## src/rtl/fir_tap_buffer_pkg.sv

```systemverilog
// Shared definitions for the FIR tap buffer: FSM state codes and a width helper.
package fir_pkg;

  localparam logic [1:0] ST_CLEAR  = 2'd0;
  localparam logic [1:0] ST_IDLE   = 2'd1;
  localparam logic [1:0] ST_STREAM = 2'd2;

  // Bits needed to index 'value' entries, never less than one.
  function automatic int clog2_min1(input int value);
    int w;
    w = 0;
    while ((1 << w) < value) begin
      w = w + 1;
    end
    if (w < 1) begin
      w = 1;
    end
    return w;
  endfunction

endpackage

```

## src/rtl/fir_tap_buffer_if.sv

```systemverilog
// Sample-in / tap-stream-out bundle of the FIR tap buffer.
interface fir_tap_buffer_if #(
  parameter int DATA_WIDTH = 16,
  parameter int TAP_W      = 4,
  parameter int CHAN_W     = 1
) ();

  logic                  in_valid;
  logic                  in_ready;
  logic [CHAN_W-1:0]     in_chan;
  logic [DATA_WIDTH-1:0] in_data;
  logic                  out_valid;
  logic [DATA_WIDTH-1:0] out_data;
  logic [TAP_W-1:0]      out_tap;
  logic [CHAN_W-1:0]     out_chan;
  logic                  out_last;
  logic                  err_chan;

  modport master (
    output in_valid, in_chan, in_data,
    input  in_ready, out_valid, out_data, out_tap, out_chan, out_last, err_chan
  );

  modport slave (
    input  in_valid, in_chan, in_data,
    output in_ready, out_valid, out_data, out_tap, out_chan, out_last, err_chan
  );

endinterface

```

## src/rtl/fir_tap_buffer_ram.sv

```systemverilog
// Single-clock simple dual-port RAM with a registered, enabled read port.
module fir_tap_ram #(
  parameter int DATA_WIDTH = 16,
  parameter int DEPTH      = 32,
  parameter int ADDR_W     = 5
) (
  input  logic                  clk,
  input  logic                  rst_n,
  input  logic                  wr_en,
  input  logic [ADDR_W-1:0]     wr_addr,
  input  logic [DATA_WIDTH-1:0] wr_data,
  input  logic                  rd_en,
  input  logic [ADDR_W-1:0]     rd_addr,
  output logic [DATA_WIDTH-1:0] rd_data
);

  logic [DATA_WIDTH-1:0] mem_r [DEPTH];
  logic [DATA_WIDTH-1:0] rd_data_r;

  // Storage array; contents are established by the owner's clear sweep.
  always_ff @(posedge clk) begin
    if (wr_en) begin
      mem_r[wr_addr] <= wr_data;
    end
  end

  // Read register holds its value whenever no read is issued.
  always_ff @(posedge clk or negedge rst_n) begin
    if (!rst_n) begin
      rd_data_r <= '0;
    end else if (rd_en) begin
      rd_data_r <= mem_r[rd_addr];
    end
  end

  assign rd_data = rd_data_r;

endmodule

```

## src/rtl/fir_tap_buffer.sv

```systemverilog
// Multi-channel circular delay line: stores each accepted sample in its channel ring,
// then streams that channel's last TAPS samples newest first.
module fir_tap_buffer
  import fir_pkg::*;
#(
  parameter int DATA_WIDTH = 16,
  parameter int TAPS       = 16,
  parameter int CHANNELS   = 2
) (
  input  logic             clk,
  input  logic             aclear,
  input  logic             flush,
  fir_tap_buffer_if.slave  bus
);

  localparam int TAP_W     = clog2_min1(TAPS);
  localparam int CHAN_W    = clog2_min1(CHANNELS);
  localparam int MEM_DEPTH = CHANNELS * TAPS;
  localparam int ADDR_W    = clog2_min1(MEM_DEPTH);
  localparam logic [ADDR_W-1:0] TAPS_A    = ADDR_W'(TAPS);
  localparam logic [ADDR_W-1:0] LAST_ADDR = ADDR_W'(MEM_DEPTH - 1);
  localparam logic [TAP_W-1:0]  LAST_TAP  = TAP_W'(TAPS - 1);
  localparam logic [CHAN_W:0]   CHANS_X   = (CHAN_W + 1)'(CHANNELS);

  logic [1:0]            state_r, state_nx_s;
  logic [ADDR_W-1:0]     clr_cnt_r;
  logic [TAP_W-1:0]      head_r [CHANNELS];
  logic [TAP_W-1:0]      head_sel_s, base_r, tap_cnt_r, tap_off_s, out_tap_r;
  logic [CHAN_W-1:0]     chan_r, out_chan_r;
  logic                  in_ready_r, out_valid_r, out_last_r, err_chan_r;
  logic                  hs_s, bad_chan_s, accept_s, rd_en_s, wr_en_s;
  logic [ADDR_W-1:0]     rd_addr_s, wr_addr_s;
  logic [DATA_WIDTH-1:0] wr_data_s, ram_data_s;

  // Handshake qualification and write-pointer selection for the offered channel.
  always_comb begin
    hs_s       = bus.in_valid && in_ready_r;
    bad_chan_s = ({1'b0, bus.in_chan} >= CHANS_X);
    accept_s   = hs_s && !bad_chan_s && !flush;
    head_sel_s = '0;
    for (int c = 0; c < CHANNELS; c++) begin
      head_sel_s = (bus.in_chan == CHAN_W'(c)) ? head_r[c] : head_sel_s;
    end
  end

  // Tap k reads slot (base - k) mod TAPS of the latched channel.
  always_comb begin
    if (tap_cnt_r > base_r) begin
      tap_off_s = TAP_W'({1'b0, base_r} + (TAP_W + 1)'(TAPS) - {1'b0, tap_cnt_r});
    end else begin
      tap_off_s = base_r - tap_cnt_r;
    end
    rd_addr_s = ADDR_W'(chan_r) * TAPS_A + ADDR_W'(tap_off_s);
    rd_en_s   = (state_r == ST_STREAM) && !flush;
  end

  // Write port: zero sweep while clearing, otherwise the accepted sample.
  always_comb begin
    if (state_r == ST_CLEAR) begin
      wr_en_s   = 1'b1;
      wr_addr_s = clr_cnt_r;
      wr_data_s = '0;
    end else begin
      wr_en_s   = accept_s;
      wr_addr_s = ADDR_W'(bus.in_chan) * TAPS_A + ADDR_W'(head_sel_s);
      wr_data_s = bus.in_data;
    end
  end

  // Next-state logic; flush overrides everything.
  always_comb begin
    if (flush) begin
      state_nx_s = ST_CLEAR;
    end else begin
      case (state_r)
        ST_CLEAR:  state_nx_s = (clr_cnt_r == LAST_ADDR) ? ST_IDLE : ST_CLEAR;
        ST_IDLE:   state_nx_s = accept_s ? ST_STREAM : ST_IDLE;
        ST_STREAM: state_nx_s = (tap_cnt_r == LAST_TAP) ? ST_IDLE : ST_STREAM;
        default:   state_nx_s = ST_CLEAR;
      endcase
    end
  end

  // FSM state, sweep counter and per-stream context.
  always_ff @(posedge clk or negedge aclear) begin
    if (!aclear) begin
      state_r    <= ST_CLEAR;
      in_ready_r <= 1'b0;
      clr_cnt_r  <= '0;
      chan_r     <= '0;
      base_r     <= '0;
      tap_cnt_r  <= '0;
    end else begin
      state_r    <= state_nx_s;
      in_ready_r <= (state_nx_s == ST_IDLE);
      if (flush || (state_r != ST_CLEAR)) begin
        clr_cnt_r <= '0;
      end else begin
        clr_cnt_r <= clr_cnt_r + ADDR_W'(1);
      end
      if (accept_s) begin
        chan_r    <= bus.in_chan;
        base_r    <= head_sel_s;
        tap_cnt_r <= '0;
      end else if (state_r == ST_STREAM) begin
        tap_cnt_r <= tap_cnt_r + TAP_W'(1);
      end
    end
  end

  // Per-channel write pointers, wrapping at TAPS.
  always_ff @(posedge clk or negedge aclear) begin
    if (!aclear) begin
      for (int c = 0; c < CHANNELS; c++) head_r[c] <= '0;
    end else if (flush) begin
      for (int c = 0; c < CHANNELS; c++) head_r[c] <= '0;
    end else if (accept_s) begin
      for (int c = 0; c < CHANNELS; c++) begin
        if (bus.in_chan == CHAN_W'(c)) begin
          head_r[c] <= (head_sel_s == LAST_TAP) ? '0 : head_sel_s + TAP_W'(1);
        end
      end
    end
  end

  // Beat tags line up with the one-cycle RAM read latency.
  always_ff @(posedge clk or negedge aclear) begin
    if (!aclear) begin
      out_valid_r <= 1'b0;
      out_last_r  <= 1'b0;
      out_tap_r   <= '0;
      out_chan_r  <= '0;
    end else if (flush || (state_r != ST_STREAM)) begin
      out_valid_r <= 1'b0;
      out_last_r  <= 1'b0;
    end else begin
      out_valid_r <= 1'b1;
      out_last_r  <= (tap_cnt_r == LAST_TAP);
      out_tap_r   <= tap_cnt_r;
      out_chan_r  <= chan_r;
    end
  end

  // Sticky out-of-range channel flag.
  always_ff @(posedge clk or negedge aclear) begin
    if (!aclear) begin
      err_chan_r <= 1'b0;
    end else if (flush) begin
      err_chan_r <= 1'b0;
    end else if (hs_s && bad_chan_s) begin
      err_chan_r <= 1'b1;
    end
  end

  fir_tap_ram #(
    .DATA_WIDTH (DATA_WIDTH),
    .DEPTH      (MEM_DEPTH),
    .ADDR_W     (ADDR_W)
  ) u_ram (
    .clk     (clk),
    .rst_n   (aclear),
    .wr_en   (wr_en_s),
    .wr_addr (wr_addr_s),
    .wr_data (wr_data_s),
    .rd_en   (rd_en_s),
    .rd_addr (rd_addr_s),
    .rd_data (ram_data_s)
  );

  assign bus.in_ready  = in_ready_r;
  assign bus.out_valid = out_valid_r;
  assign bus.out_data  = ram_data_s;
  assign bus.out_tap   = out_tap_r;
  assign bus.out_chan  = out_chan_r;
  assign bus.out_last  = out_last_r;
  assign bus.err_chan  = err_chan_r;

endmodule

```

## src/flat_wrapper.sv

```systemverilog
// flat-port wrapper written by rule: the top's interface ports become plain ports
module fir_tap_buffer_flat import fir_pkg::*;
#(
  parameter int DATA_WIDTH = 16,
  parameter int TAPS       = 16,
  parameter int CHANNELS   = 2
)
  (clk, aclear, flush, bus_in_valid, bus_in_chan, bus_in_data, bus_in_ready, bus_out_valid, bus_out_data, bus_out_tap, bus_out_chan, bus_out_last, bus_err_chan);
  fir_tap_buffer_if #(.DATA_WIDTH(DATA_WIDTH), .TAP_W(2), .CHAN_W(2)) bus_i ();
  input  logic clk;
  input  logic aclear;
  input  logic flush;
  input wire logic [$bits(bus_i.in_valid)-1:0] bus_in_valid;
  input wire logic [$bits(bus_i.in_chan)-1:0] bus_in_chan;
  input wire logic [$bits(bus_i.in_data)-1:0] bus_in_data;
  output wire logic [$bits(bus_i.in_ready)-1:0] bus_in_ready;
  output wire logic [$bits(bus_i.out_valid)-1:0] bus_out_valid;
  output wire logic [$bits(bus_i.out_data)-1:0] bus_out_data;
  output wire logic [$bits(bus_i.out_tap)-1:0] bus_out_tap;
  output wire logic [$bits(bus_i.out_chan)-1:0] bus_out_chan;
  output wire logic [$bits(bus_i.out_last)-1:0] bus_out_last;
  output wire logic [$bits(bus_i.err_chan)-1:0] bus_err_chan;
  assign bus_i.in_valid = bus_in_valid;
  assign bus_i.in_chan = bus_in_chan;
  assign bus_i.in_data = bus_in_data;
  assign bus_in_ready = bus_i.in_ready;
  assign bus_out_valid = bus_i.out_valid;
  assign bus_out_data = bus_i.out_data;
  assign bus_out_tap = bus_i.out_tap;
  assign bus_out_chan = bus_i.out_chan;
  assign bus_out_last = bus_i.out_last;
  assign bus_err_chan = bus_i.err_chan;
  fir_tap_buffer #(.DATA_WIDTH(DATA_WIDTH), .TAPS(TAPS), .CHANNELS(CHANNELS)) u_core (.clk(clk), .aclear(aclear), .flush(flush), .bus(bus_i));
endmodule
```

## config.mk

```make
export PLATFORM = sky130hd
export DESIGN_NAME = fir_tap_buffer_flat
export DESIGN_NICKNAME = d
export VERILOG_FILES = /design/src/rtl/fir_tap_buffer_pkg.sv /design/src/rtl/fir_tap_buffer_if.sv /design/src/rtl/fir_tap_buffer_ram.sv /design/src/rtl/fir_tap_buffer.sv /design/src/flat_wrapper.sv
export SDC_FILE = /design/constraint.sdc
export NUM_CORES = 1
export LEC_CHECK = 0
export ABC_CLOCK_PERIOD_IN_PS = 2800
export CAP_MARGIN = 20
export CORE_MARGIN = 10
export CORE_UTILIZATION = 39
export CTS_CLUSTER_DIAMETER = 40
export CTS_CLUSTER_SIZE = 14
export DETAILED_ROUTE_END_ITERATION = 16
export PLACE_DENSITY = 0.53
export REMOVE_ABC_BUFFERS = 1
export SLEW_MARGIN = 15
export SYNTH_ARGS = -nofsm -noshare
export SYNTH_HDL_FRONTEND = slang
export SYNTH_HIERARCHICAL = 1
export SYNTH_SLANG_ARGS = --single-unit
```

## constraint.sdc

```tcl
create_clock -name clk -period 2.8 [get_ports clk]
set_input_delay 0.28 -clock clk [delete_from_list [all_inputs] [get_ports clk]]
set_output_delay 0.28 -clock clk [all_outputs]
set_load 0.005 [all_outputs]
```

==> results.tsv <==
stage	metric	value	unit
logic_synthesis	asr flop ratio synth	0.0841	
placement	Detail Placement HPWL	35500	um
global_route	vias in the first global route	13000	
final_layout	non-filler cells, final	2386	
global_route	global-route usage over all layers	0.167	
final_layout	layout cells sized above 1	0.261	
global_route	gr ovfl total	0	
final_layout	# fillers	4730	
route	Via-to-Cell Ratio	5.19	
timing	worst relative slew slack	0.436	
cts	Longest Clk Path Bufs	3	
worst_hold_path	Hold Crit Class	in2async	
logic_synthesis	largest cells by area after synthesis	edfxtp_1 (69%), mux2i_1 (12%), dfrtp_1 (5.2%)	
worst_setup_path	reg-to-reg slack, setup	0.07	ns
power	Leakage	0.0105	uW
worst_setup_path	CP delay by family, top	buffers and inverters	
floorplanning	Core Rows	87	
worst_setup_path	R2R Path Start	u_core/tap_cnt_r[0]	
worst_setup_path	Worst path most repeated cell	buf_4	
worst_setup_path	cell count along the critical path	12	
cts	H-tree levels	3	
floorplanning	die height	260	um
cts	clock-pin transition on the worst setup and hold timing paths	0.06	ns
worst_setup_path	slowest CP cell	fa_2	
worst_setup_path	CP Launch Type	register	
logic_synthesis	Yosys cell types	48	
global_route	Global Route met2 Usage	0.266	
worst_setup_path	Required @ worst endpoint	3.30	ns
worst_setup_path	critical path type	reg2reg	
cts	Clock Sinks	559	
floorplanning	Ports	46	
timing	worst-margin pin slew	0.846	ns
logic_synthesis	area leader, netlist	edfxtp_1	
floorplanning	die area	67400	um2
worst_setup_path	worst-path cell chain	ha_2 > fa_2 > inv_2 > buf_4 > nor2_4 > buf_12 > buf_4 > a22oi_1 > a21oi_2 > nor4_1 > buf_4 > mux2_2	
route	Vias	12400	
global_route	initial antenna violation count	1	
floorplanning	core area	56600	um2
timing	f_max	366	MHz
placement	placed cell count	2223	
logic_synthesis	Yosys reg bits	559	
logic_synthesis	number of synthesized flops with an enable pin	512	
global_route	Top Usage Layer GRT	met2	
timing	Final Cycle Share	0.977	
timing	max-slew violation count	0	
worst_setup_path	CP bufs+invs	5	
logic_synthesis	synthesized area per cell	17.1	um2
global_route	M1 GR Usage	0.218	
cts	clock latency on the worst-skew pair	0.61	ns
floorplanning	Initial Util	0.396	
final_layout	footprint of the multi-input gates	5550	um2
floorplanning	DIE WIDTH	260	um
placement	IO buf count	44	
worst_setup_path	Slowest Stage Delay on Critical Path	0.53	ns
timing	RSZ-0062 raised after global routing	yes	
timing	Final setup viols	0	
worst_setup_path	crit-path max FO	26	
logic_synthesis	Mapped Cells	1313	
timing	Final Hold Fails	0	
final_layout	fin area	28300	um2
global_route	largest net degree at the start of global routing	34	
route	drt drc	0	
final_layout	area grow syn2layout	26.2	%
final_layout	Layout Nets	1592	
global_route	first-pass GRT wire length	83400	um
global_route	M3 GR Usage	0.0349	
power	pwr dens	753	nW/um2
status	status	complete, no violations	
logic_synthesis	mapped cell area	22400	um2
route	wire per inst	23.5	um
logic_synthesis	fraction of post-synthesis cell area in the top cell type by area	0.686	
final_layout	Storage cell area	16600	um2
cts	CTS tree	done	
worst_setup_path	cell count of the worst reg-to-reg path	12	
logic_synthesis	Seq/Total Area, Yosys	0.739	
worst_setup_path	crit end category	register	
placement	placed cell areas	25200	um2
route	Routed Antenna Nets	0	
cts	CTS buffer count	84	
timing	Clock Skews	0.0258	ns
route	final wirelength	56100	um
worst_setup_path	reg2reg end	u_core/u_ram/rd_data[11]	
cts	CTS root buf	clkbuf_16	
route	Pre-Repair DR Iteration Count	5	
route	DRT iter0 DRCs	958	
worst_setup_path	CP Data Arrival Time	3.24	ns
job	Max Cap Viol	0	
timing	crit path time final	2.73	ns
placement	routability cong.	0.784	
logic_synthesis	synth warn	6	
logic_synthesis	ys flop type	edfxtp_1	
power	Max VDD drop	0.440	mV
## routing by layer
layer,vias up,part of all wire
li1,5709,-
met1,6269,0.44
met2,339,0.47
met3,78,0.056
met4,0,0.029
met5,-,0
## cell families after synthesis
group | after synthesis | share of synthesized area
AOI/OAI and AO/OA | 216 | 0.0643
xor gates and xnor gates | 9 | 0.00352
adders and majority gates | 9 | 0.00536
buffers and inverters | 87 | 0.0253
DFF | 559 | 0.739
muxes | 283 | 0.128
other | 1 | 0.000167
and+or+nand+nor | 149 | 0.0349
## Yosys cell counts, types with 8 or more instances
| library cell | count |
|---|---|
| nor2b_1 | 21 |
| clkbuf_1 | 29 |
| buf_4 | 19 |
| a21oi_1 | 73 |
| buf_6 | 10 |
| mux2i_1 | 260 |
| nor2_1 | 51 |
| nor4_1 | 16 |
| ha_1 | 8 |
| edfxtp_1 | 512 |
| mux2_2 | 23 |
| o21ai_0 | 8 |
| a22oi_1 | 128 |
| dfrtp_1 | 47 |
| buf_2 | 10 |
| nand2_1 | 19 |
| inv_1 | 10 |
## how the worst max path moves through the flow
stage | from | to | slack [ns]
after floorplan | u_core/tap_cnt_r[0] | u_core/u_ram/rd_data[14] | -6.37
after global placement | bus_in_chan[0] | u_core/u_ram/mem_r[4][2] | -0.18
after detailed placement | bus_in_chan[0] | u_core/u_ram/mem_r[4][4] | -0.16
after CTS | u_core/tap_cnt_r[0] | u_core/u_ram/rd_data[2] | -0.01
after global routing | u_core/tap_cnt_r[0] | u_core/u_ram/rd_data[11] | -0.02
final | u_core/tap_cnt_r[0] | u_core/u_ram/rd_data[11] | 0.07
## what timing repair did
item / CTS / global route
setup buffers: 5 / 1
gates resized for setup: 21 / 24
setup endpoints to repair: 13 / 16
pin swaps: 2 / 8
hold endpoints to repair: 25 / 0
gates cloned: 1 / 0
hold buffers: 1 / 0
## worst register-to-register path: cells and delay by family (launching register included)
kind / cells / cell delay (ns)
AND/OR/NAND/NOR: 2 / 0.29
multiplexers: 1 / 0.26
AO/OA/AOI/OAI: 2 / 0.25
buffers and inverters: 5 / 0.72
flip-flops: 1 / 0.39
adder cells (fa/ha/maj): 2 / 0.72
## where the power goes
part	leakage (uW)	switching, uW	internal (uW)	total [uW]
sequential	0.00540	32.4	9110	9140
clock	0.00133	3820	6440	10300
combinational	0.00380	1020	854	1880
total	0.0105	4880	16400	21300
## stage by stage
| step | power [uW] | hold WS (ns) | setup TNS, ns | utilization | worst slack (ns) |
|---|---|---|---|---|---|
| floorplan | 10600 | -0.0156 | -284.87 | - | -6.37 |
| global placement | 11100 | 0.442 | -16.94 | 0.445 | -0.176 |
| detailed placement | 11100 | 0.435 | -16.40 | 0.445 | -0.159 |
| CTS | 21500 | 0.313 | -0.0146 | 0.497 | -0.0146 |
| global route | 22000 | 0.367 | -0.0195 | 0.499 | -0.0195 |
| finish | 21300 | 0.308 | 0 | 0.499 | 0.0658 |
## cells in the final DEF, fill, tap and decap left out, types with 9 or more instances in the layout
cell type,count
a21oi_1,53
a22oi_1,126
nor2_1,46
clkinv_1,9
nor2b_2,11
mux2_2,23
a21oi_2,20
inv_6,10
clkinv_4,9
clkinvlp_4,14
buf_12,33
buf_4,153
clkdlybuf4s50_1,43
nand2_1,19
dfrtp_1,47
clkbuf_16,87
mux2i_1,260
edfxtp_1,512
## cell type report
type,count,area share
inverters,10,0.00159
diodes,1,0.0000885
flip-flops and latches,559,0.585
repair buffers,239,0.0835
clock inverters,57,0.0205
well taps,756,0.0335
clock buffers,97,0.0790
multi-input cells,667,0.196
## sequential cells by signal (all words and copies together), names as in the netlist
signal	cells
u_core/base_r	4
u_core/bus.err_chan	1
u_core/bus.in_ready	1
u_core/bus.out_last	1
u_core/bus.out_valid	1
u_core/chan_r	1
u_core/clr_cnt_r	5
u_core/head_r	8
u_core/out_chan_r	1
u_core/out_tap_r	2
u_core/state_r	2
u_core/tap_cnt_r	4
u_core/u_ram/mem_r	512
u_core/u_ram/rd_data	16
(Power assumes the default switching activity.)
